`src/rtl/vram_writer_if.sv`:
```
// Display-port / VRAM-write-port bundle between the character source, the writer and the renderer.
// The master side drives characters and clear requests; the slave side is the writer itself.
interface vram_writer_if;
  logic [6:0]  char_in;
  logic        char_valid;
  logic        char_ready;
  logic        clr_screen;
  logic [10:0] vram_waddr;
  logic [5:0]  vram_din;
  logic        vram_we;
  logic [5:0]  cursor_col;
  logic [4:0]  cursor_row;
  logic [4:0]  top_row;

  modport master (
    output char_in, char_valid, clr_screen,
    input  char_ready, vram_waddr, vram_din, vram_we, cursor_col, cursor_row, top_row
  );

  modport slave (
    input  char_in, char_valid, clr_screen,
    output char_ready, vram_waddr, vram_din, vram_we, cursor_col, cursor_row, top_row
  );
endinterface

```
`src/rtl/vram_writer.sv`:
```
// Apple-1 terminal writer: turns ASCII into glyph writes into video RAM, handling cursor,
// CR/auto-newline, top-row hardware scroll, bottom-line clearing and full-screen clearing.
module vram_writer #(
  parameter int         COLS  = 40,
  parameter int         ROWS  = 24,
  parameter logic [5:0] BLANK = 6'h20
) (
  input  logic         clk,
  input  logic         rst_n,
  vram_writer_if.slave bus
);

  localparam logic [5:0]  COLS_M1  = 6'(COLS - 1);
  localparam logic [4:0]  ROWS_M1  = 5'(ROWS - 1);
  localparam logic [5:0]  ROWS_W   = 6'(ROWS);
  localparam logic [11:0] CNT_COLS = 12'(COLS);
  localparam logic [11:0] CNT_ALL  = 12'd2048;
  localparam logic [6:0]  CR       = 7'h0D;

  typedef enum logic [2:0] {
    CLR_ALL,
    IDLE,
    WRITE,
    NEWLINE,
    CLR_LINE
  } state_t;

  state_t      state_reg, state_next;
  logic [11:0] cnt_reg, cnt_next;
  logic [5:0]  col_reg, col_next;
  logic [4:0]  row_reg, row_next;
  logic [4:0]  top_reg, top_next;
  logic        we_reg, we_next;
  logic [10:0] addr_reg, addr_next;
  logic [5:0]  din_reg, din_next;
  logic        ready_reg, ready_next;

  logic        accept;
  logic        printable;
  logic [6:0]  folded;
  logic [5:0]  glyph;
  logic [4:0]  phys_row;

  // (top + row) mod ROWS; both operands are below ROWS so one conditional subtract suffices.
  function automatic logic [4:0] phys_of(input logic [4:0] top, input logic [4:0] row);
    logic [5:0] sum;
    sum = {1'b0, top} + {1'b0, row};
    if (sum >= ROWS_W) begin
      sum = sum - ROWS_W;
    end
    return sum[4:0];
  endfunction

  assign accept    = bus.char_valid && ready_reg;
  assign printable = |bus.char_in[6:5];
  assign folded    = bus.char_in - 7'h20;
  assign glyph     = (bus.char_in[6:5] == 2'b11) ? folded[5:0] : bus.char_in[5:0];
  assign phys_row  = phys_of(top_reg, row_reg);

  // Outputs are registered from the next-state decision so they line up with the state they belong to.
  always_comb begin
    state_next = state_reg;
    cnt_next   = cnt_reg;
    col_next   = col_reg;
    row_next   = row_reg;
    top_next   = top_reg;
    we_next    = 1'b0;
    addr_next  = addr_reg;
    din_next   = din_reg;
    ready_next = 1'b0;

    if (bus.clr_screen) begin
      state_next = CLR_ALL;
      cnt_next   = 12'd0;
    end else begin
      case (state_reg)
        CLR_ALL: begin
          if (cnt_reg == CNT_ALL) begin
            state_next = IDLE;
            col_next   = 6'd0;
            row_next   = 5'd0;
            top_next   = 5'd0;
            ready_next = 1'b1;
          end else begin
            we_next   = 1'b1;
            addr_next = cnt_reg[10:0];
            din_next  = BLANK;
            cnt_next  = cnt_reg + 12'd1;
          end
        end

        IDLE: begin
          ready_next = 1'b1;
          if (accept) begin
            if (printable) begin
              state_next = WRITE;
              ready_next = 1'b0;
              we_next    = 1'b1;
              addr_next  = {phys_row, col_reg};
              din_next   = glyph;
            end else if (bus.char_in == CR) begin
              state_next = NEWLINE;
              ready_next = 1'b0;
            end
          end
        end

        WRITE: begin
          if (col_reg == COLS_M1) begin
            state_next = NEWLINE;
          end else begin
            col_next   = col_reg + 6'd1;
            state_next = IDLE;
            ready_next = 1'b1;
          end
        end

        NEWLINE: begin
          col_next = 6'd0;
          if (row_reg < ROWS_M1) begin
            row_next   = row_reg + 5'd1;
            state_next = IDLE;
            ready_next = 1'b1;
          end else begin
            // After scrolling, the new bottom line lives at the old top physical row.
            top_next   = (top_reg == ROWS_M1) ? 5'd0 : top_reg + 5'd1;
            state_next = CLR_LINE;
            we_next    = 1'b1;
            addr_next  = {top_reg, 6'd0};
            din_next   = BLANK;
            cnt_next   = 12'd1;
          end
        end

        CLR_LINE: begin
          if (cnt_reg == CNT_COLS) begin
            state_next = IDLE;
            ready_next = 1'b1;
          end else begin
            we_next   = 1'b1;
            addr_next = {phys_row, cnt_reg[5:0]};
            din_next  = BLANK;
            cnt_next  = cnt_reg + 12'd1;
          end
        end

        default: begin
          state_next = CLR_ALL;
          cnt_next   = 12'd0;
        end
      endcase
    end
  end

  always_ff @(posedge clk or negedge rst_n) begin
    if (!rst_n) begin
      state_reg <= CLR_ALL;
      cnt_reg   <= 12'd0;
      col_reg   <= 6'd0;
      row_reg   <= 5'd0;
      top_reg   <= 5'd0;
      we_reg    <= 1'b0;
      addr_reg  <= 11'd0;
      din_reg   <= BLANK;
      ready_reg <= 1'b0;
    end else begin
      state_reg <= state_next;
      cnt_reg   <= cnt_next;
      col_reg   <= col_next;
      row_reg   <= row_next;
      top_reg   <= top_next;
      we_reg    <= we_next;
      addr_reg  <= addr_next;
      din_reg   <= din_next;
      ready_reg <= ready_next;
    end
  end

  assign bus.char_ready = ready_reg;
  assign bus.vram_we    = we_reg;
  assign bus.vram_waddr = addr_reg;
  assign bus.vram_din   = din_reg;
  assign bus.cursor_col = col_reg;
  assign bus.cursor_row = row_reg;
  assign bus.top_row    = top_reg;

endmodule

```
`src/flat_wrapper.sv`:
```
// flat-port wrapper written by rule: the top's interface ports become plain ports
module vram_writer_flat 
#(
  parameter int         COLS  = 40,
  parameter int         ROWS  = 24,
  parameter logic [5:0] BLANK = 6'h20
)
  (clk, rst_n, bus_char_in, bus_char_valid, bus_clr_screen, bus_char_ready, bus_vram_waddr, bus_vram_din, bus_vram_we, bus_cursor_col, bus_cursor_row, bus_top_row);
  vram_writer_if bus_i ();
  input  logic clk;
  input  logic rst_n;
  input wire logic [$bits(bus_i.char_in)-1:0] bus_char_in;
  input wire logic [$bits(bus_i.char_valid)-1:0] bus_char_valid;
  input wire logic [$bits(bus_i.clr_screen)-1:0] bus_clr_screen;
  output wire logic [$bits(bus_i.char_ready)-1:0] bus_char_ready;
  output wire logic [$bits(bus_i.vram_waddr)-1:0] bus_vram_waddr;
  output wire logic [$bits(bus_i.vram_din)-1:0] bus_vram_din;
  output wire logic [$bits(bus_i.vram_we)-1:0] bus_vram_we;
  output wire logic [$bits(bus_i.cursor_col)-1:0] bus_cursor_col;
  output wire logic [$bits(bus_i.cursor_row)-1:0] bus_cursor_row;
  output wire logic [$bits(bus_i.top_row)-1:0] bus_top_row;
  assign bus_i.char_in = bus_char_in;
  assign bus_i.char_valid = bus_char_valid;
  assign bus_i.clr_screen = bus_clr_screen;
  assign bus_char_ready = bus_i.char_ready;
  assign bus_vram_waddr = bus_i.vram_waddr;
  assign bus_vram_din = bus_i.vram_din;
  assign bus_vram_we = bus_i.vram_we;
  assign bus_cursor_col = bus_i.cursor_col;
  assign bus_cursor_row = bus_i.cursor_row;
  assign bus_top_row = bus_i.top_row;
  vram_writer #(.COLS(COLS), .ROWS(ROWS), .BLANK(BLANK)) u_core (.clk(clk), .rst_n(rst_n), .bus(bus_i));
endmodule
```
`config.mk`:
```
export PLATFORM = sky130hd
export DESIGN_NAME = vram_writer_flat
export DESIGN_NICKNAME = d
export VERILOG_FILES = /design/src/rtl/vram_writer_if.sv /design/src/rtl/vram_writer.sv /design/src/flat_wrapper.sv
export SDC_FILE = /design/constraint.sdc
export NUM_CORES = 1
export LEC_CHECK = 0
export CORE_MARGIN = 8
export CORE_UTILIZATION = 59
export DETAILED_ROUTE_END_ITERATION = 6
export HOLD_SLACK_MARGIN = 0.08
export PLACE_DENSITY = 0.83
export SETUP_SLACK_MARGIN = 0.02
export SLEW_MARGIN = 10
export SYNTH_ARGS = -nofsm -noshare
export SYNTH_HDL_FRONTEND = slang
export SYNTH_SLANG_ARGS = --single-unit
```
`constraint.sdc`:
```
create_clock -name clk -period 3.9 [get_ports clk]
set_input_delay 0.78 -clock clk [delete_from_list [all_inputs] [get_ports clk]]
set_output_delay 0.78 -clock clk [all_outputs]
set_load 0.01 [all_outputs]
```
==> flow_summary.json <==
{
  "crit_slowest_cell": "dfrtp_1",
  "grt_overflow": 0,
  "synth-compound-area-share": 0.209,
  "row_count": 26,
  "layout_setup_ws_ps": 900,
  "leakagePower_uw": 0.00143,
  "numCtsBuffers": 5,
  "crit_type": "flip-flop to flip-flop",
  "fillers": 427,
  "grt_use_total": 0.200,
  "drive_above_1_share": 0.108,
  "peakVddDrop_v": 0.000271,
  "max_freq_mhz": 333,
  "worstPathArrival_ps": 3240,
  "hold_buffers": 0,
  "hold_class": "input pin to async pin",
  "initial_core_util": 0.611,
  "drt-pass1-iter-count": 5,
  "dp_hpwl_mm": 5.60,
  "place.gp.congestion": 0.888,
  "area_growth_pct": 16.7,
  "coreArea_um2": 5140,
  "largest_reg_flops": 12,
  "cts-root-buf": "clkbuf_8",
  "antenna_found_initial": 0,
  "finalCritPeriodShare": 0.769,
  "crit_path_end_kind": "flip-flop",
  "grt_first_pass_wirelength_mm": 12.5,
  "final.setup.tns_ps": 0,
  "period_minus_slack_ps": 3000,
  "power.total_uw": 1960,
  "placed_area_um2": 3570,
  "clock_path_buffers": 2,
  "h-tree-depth": 2,
  "insertion_delay_ps": 310,
  "avgSynthCellArea_um2": 9.21,
  "final_hold_viol_count": 0,
  "antennaDiodeCount": 0,
  "p_per_area_nw_per_um2": 533,
  "clk_pin_slew_ps": 100,
  "synth_area_leaders": "dfrtp_1 (39%), nor2_1 (4.4%), ha_1 (4.0%)",
  "ioPinCount": 46,
  "remaining_drc_errors": 0,
  "synth_edf_count": 0,
  "cts_setup_buffers": 0,
  "clock_skew_ps": 10.3,
  "yosys.area_share.simple": 0.239,
  "synth_fp_nets": 363,
  "die_h_um": 89.0,
  "crit_path_max_incr_delay_ps": 740,
  "pre_cts_ws_ps": 965,
  "synth.distinct_cells": 67,
  "avgViaCountPerCell": 6.06,
  "grt_pass1_vias": 2464,
  "slew_headroom": 0.550,
  "cts_tree": "yes",
  "stdcell_area_um2": 3670,
  "synth.ff_latch_count": 50,
  "cts.sinks": 50,
  "rsz0062_at_grt": "no",
  "crit_required_ps": 4140,
  "die_area_um2": 7910,
  "syn-cell-area_um2": 3140,
  "cts_resized": 0,
  "synth_flop_cell": "dfrtp_1",
  "avgRoutedWirePerCell_um": 16.7,
  "via_count": 2735,
  "grt_max_degree": 31,
  "synth_top_area_frac": 0.390,
  "synthXorXnorAreaFrac": 0.0390,
  "setup_viol_count_final": 0,
  "synth_top_cell_by_area": "dfrtp_1",
  "final_net_count": 402,
  "postSynthCellCount": 341,
  "drt_iter0_drc": 213,
  "yosys_warnings": 0,
  "cp_cell_sequence": "nand2b_1, nor2_4, nand4b_1, a31oi_4, buf_4, nand3_1, o21ai_1",
  "status": "complete, no violations",
  "slew_viol_final": 0,
  "async_flop_share": 1.00,
  "dieWidth_um": 89.0,
  "start_kind": "flip-flop",
  "ys_seq_area_frac": 0.399,
  "drtAntennaViolNets": 0,
  "cp_max_fo": 19,
  "drt-total-wl_mm": 7.53,
  "port_buffers": 45,
  "synth_top_family_by_area": "simple AND/OR/NAND/NOR gates",
  "drv_cap": 0,
  "tightest_slew_ps": 674,
  "synth_fa_ha_area_frac": 0.0462,
  "synth.area.mux_share": 0.0116
}
synth_stat cells, types with 4 or more instances:
| library cell | count |
|---|---|
| nand3_1 | 13 |
| inv_1 | 16 |
| xnor2_1 | 9 |
| nor2b_1 | 5 |
| nor2_1 | 37 |
| nor3_1 | 12 |
| o21ai_1 | 9 |
| nand2b_1 | 7 |
| nand2_1 | 31 |
| xor2_1 | 5 |
| o22ai_1 | 4 |
| a21oi_1 | 13 |
| ha_1 | 10 |
| a22oi_1 | 10 |
| nand4_1 | 4 |
| a21oi_2 | 4 |
| o21ai_0 | 19 |
| buf_6 | 7 |
| dfrtp_1 | 49 |
| a31oi_1 | 7 |
cell usage in the layout, fill, tap and decap left out, types with 3 or more instances in the layout:
cell type / synthesis / layout
clkdlybuf4s50_1: 0 / 44
nor2_1: 37 / 37
ha_1: 10 / 10
a22oi_1: 10 / 10
a31oi_1: 7 / 7
nand2_1: 31 / 31
nand3_1: 13 / 13
a22o_1: 3 / 3
clkbuf_8: 0 / 5
nor2b_1: 5 / 5
or3_1: 3 / 3
nor3_1: 12 / 12
xor2_1: 5 / 5
nor2_2: 3 / 3
o21ai_0: 19 / 19
dfrtp_1: 49 / 49
nand4b_1: 3 / 3
o22ai_1: 4 / 4
xnor2_1: 9 / 9
o31ai_1: 3 / 3
inv_1: 16 / 16
a21oi_2: 4 / 4
a21oi_1: 13 / 13
nand4_1: 4 / 4
nor2_4: 3 / 3
o21ai_1: 9 / 9
nand2b_1: 7 / 7
o211ai_1: 3 / 3
cells by family after synthesis:
family | Yosys count
compound gates | 95
xor+xnor | 14
fa+ha+maj | 11
buf+inv | 31
flops | 50
mux | 3
simple gates | 137
power by group:
part	leakage, µW	switching (µW)	internal [µW]
combinational	0.000723	444	398
clock	0.0000447	183	130
sequential	0.000665	157	644
total	0.00143	784	1170
worst max-delay path: cells and delay by family, from the launching register on:
family	cells	cell delay, ps
flip-flops	1	740
AO/OA/AOI/OAI	2	640
AND/OR/NAND/NOR	4	1230
buffers and inverters	1	320
cell type report:
cell class | count | area, µm² | area share
Clock buffer | 5 | 68.8 | 0.0188
Sequential cell | 50 | 1250 | 0.342
Multi-Input combinational cell | 260 | 1710 | 0.467
Clock inverter | 3 | 25.0 | 0.00683
Inverter | 16 | 60.1 | 0.0164
Timing Repair Buffer | 47 | 460 | 0.126
Tap cell | 70 | 87.6 | 0.0239
stage by stage:
stage | util | std cells | hold WS [ps]
after floorplan | - | 341 | 484
after global placement | 0.695 | 443 | 498
after detailed placement | 0.695 | 443 | 501
after CTS | 0.713 | 451 | 502
after global routing | 0.713 | 451 | 538
final | 0.713 | 451 | 484
path summary, 6_finish.rpt:
kind,startpoint,endpoint,slack [ps],depth (start not counted)
max,u_core.state_reg[0],u_core.bus.vram_din[2],900,7
min,rst_n,u_core.cnt_reg[0],480,1
max reg2reg,u_core.state_reg[0],u_core.bus.vram_din[2],900,7
min reg2reg,u_core.bus.vram_waddr[6],u_core.bus.vram_waddr[6],520,1
max in group asynchronous,rst_n,u_core.state_reg[0],2690,2
min in group clk,u_core.bus.vram_waddr[6],u_core.bus.vram_waddr[6],520,1
per-layer routing:
layer | track usage | vias up | share of wire
li1 | - | 1310 | -
met1 | 0.281 | 1311 | 0.47
met2 | 0.307 | 105 | 0.44
met3 | 0.0377 | 9 | 0.072
met4 | 0.0529 | 0 | 0.013
met5 | 0 | - | 0
No activity file was read; power rests on OpenSTA's default activity.
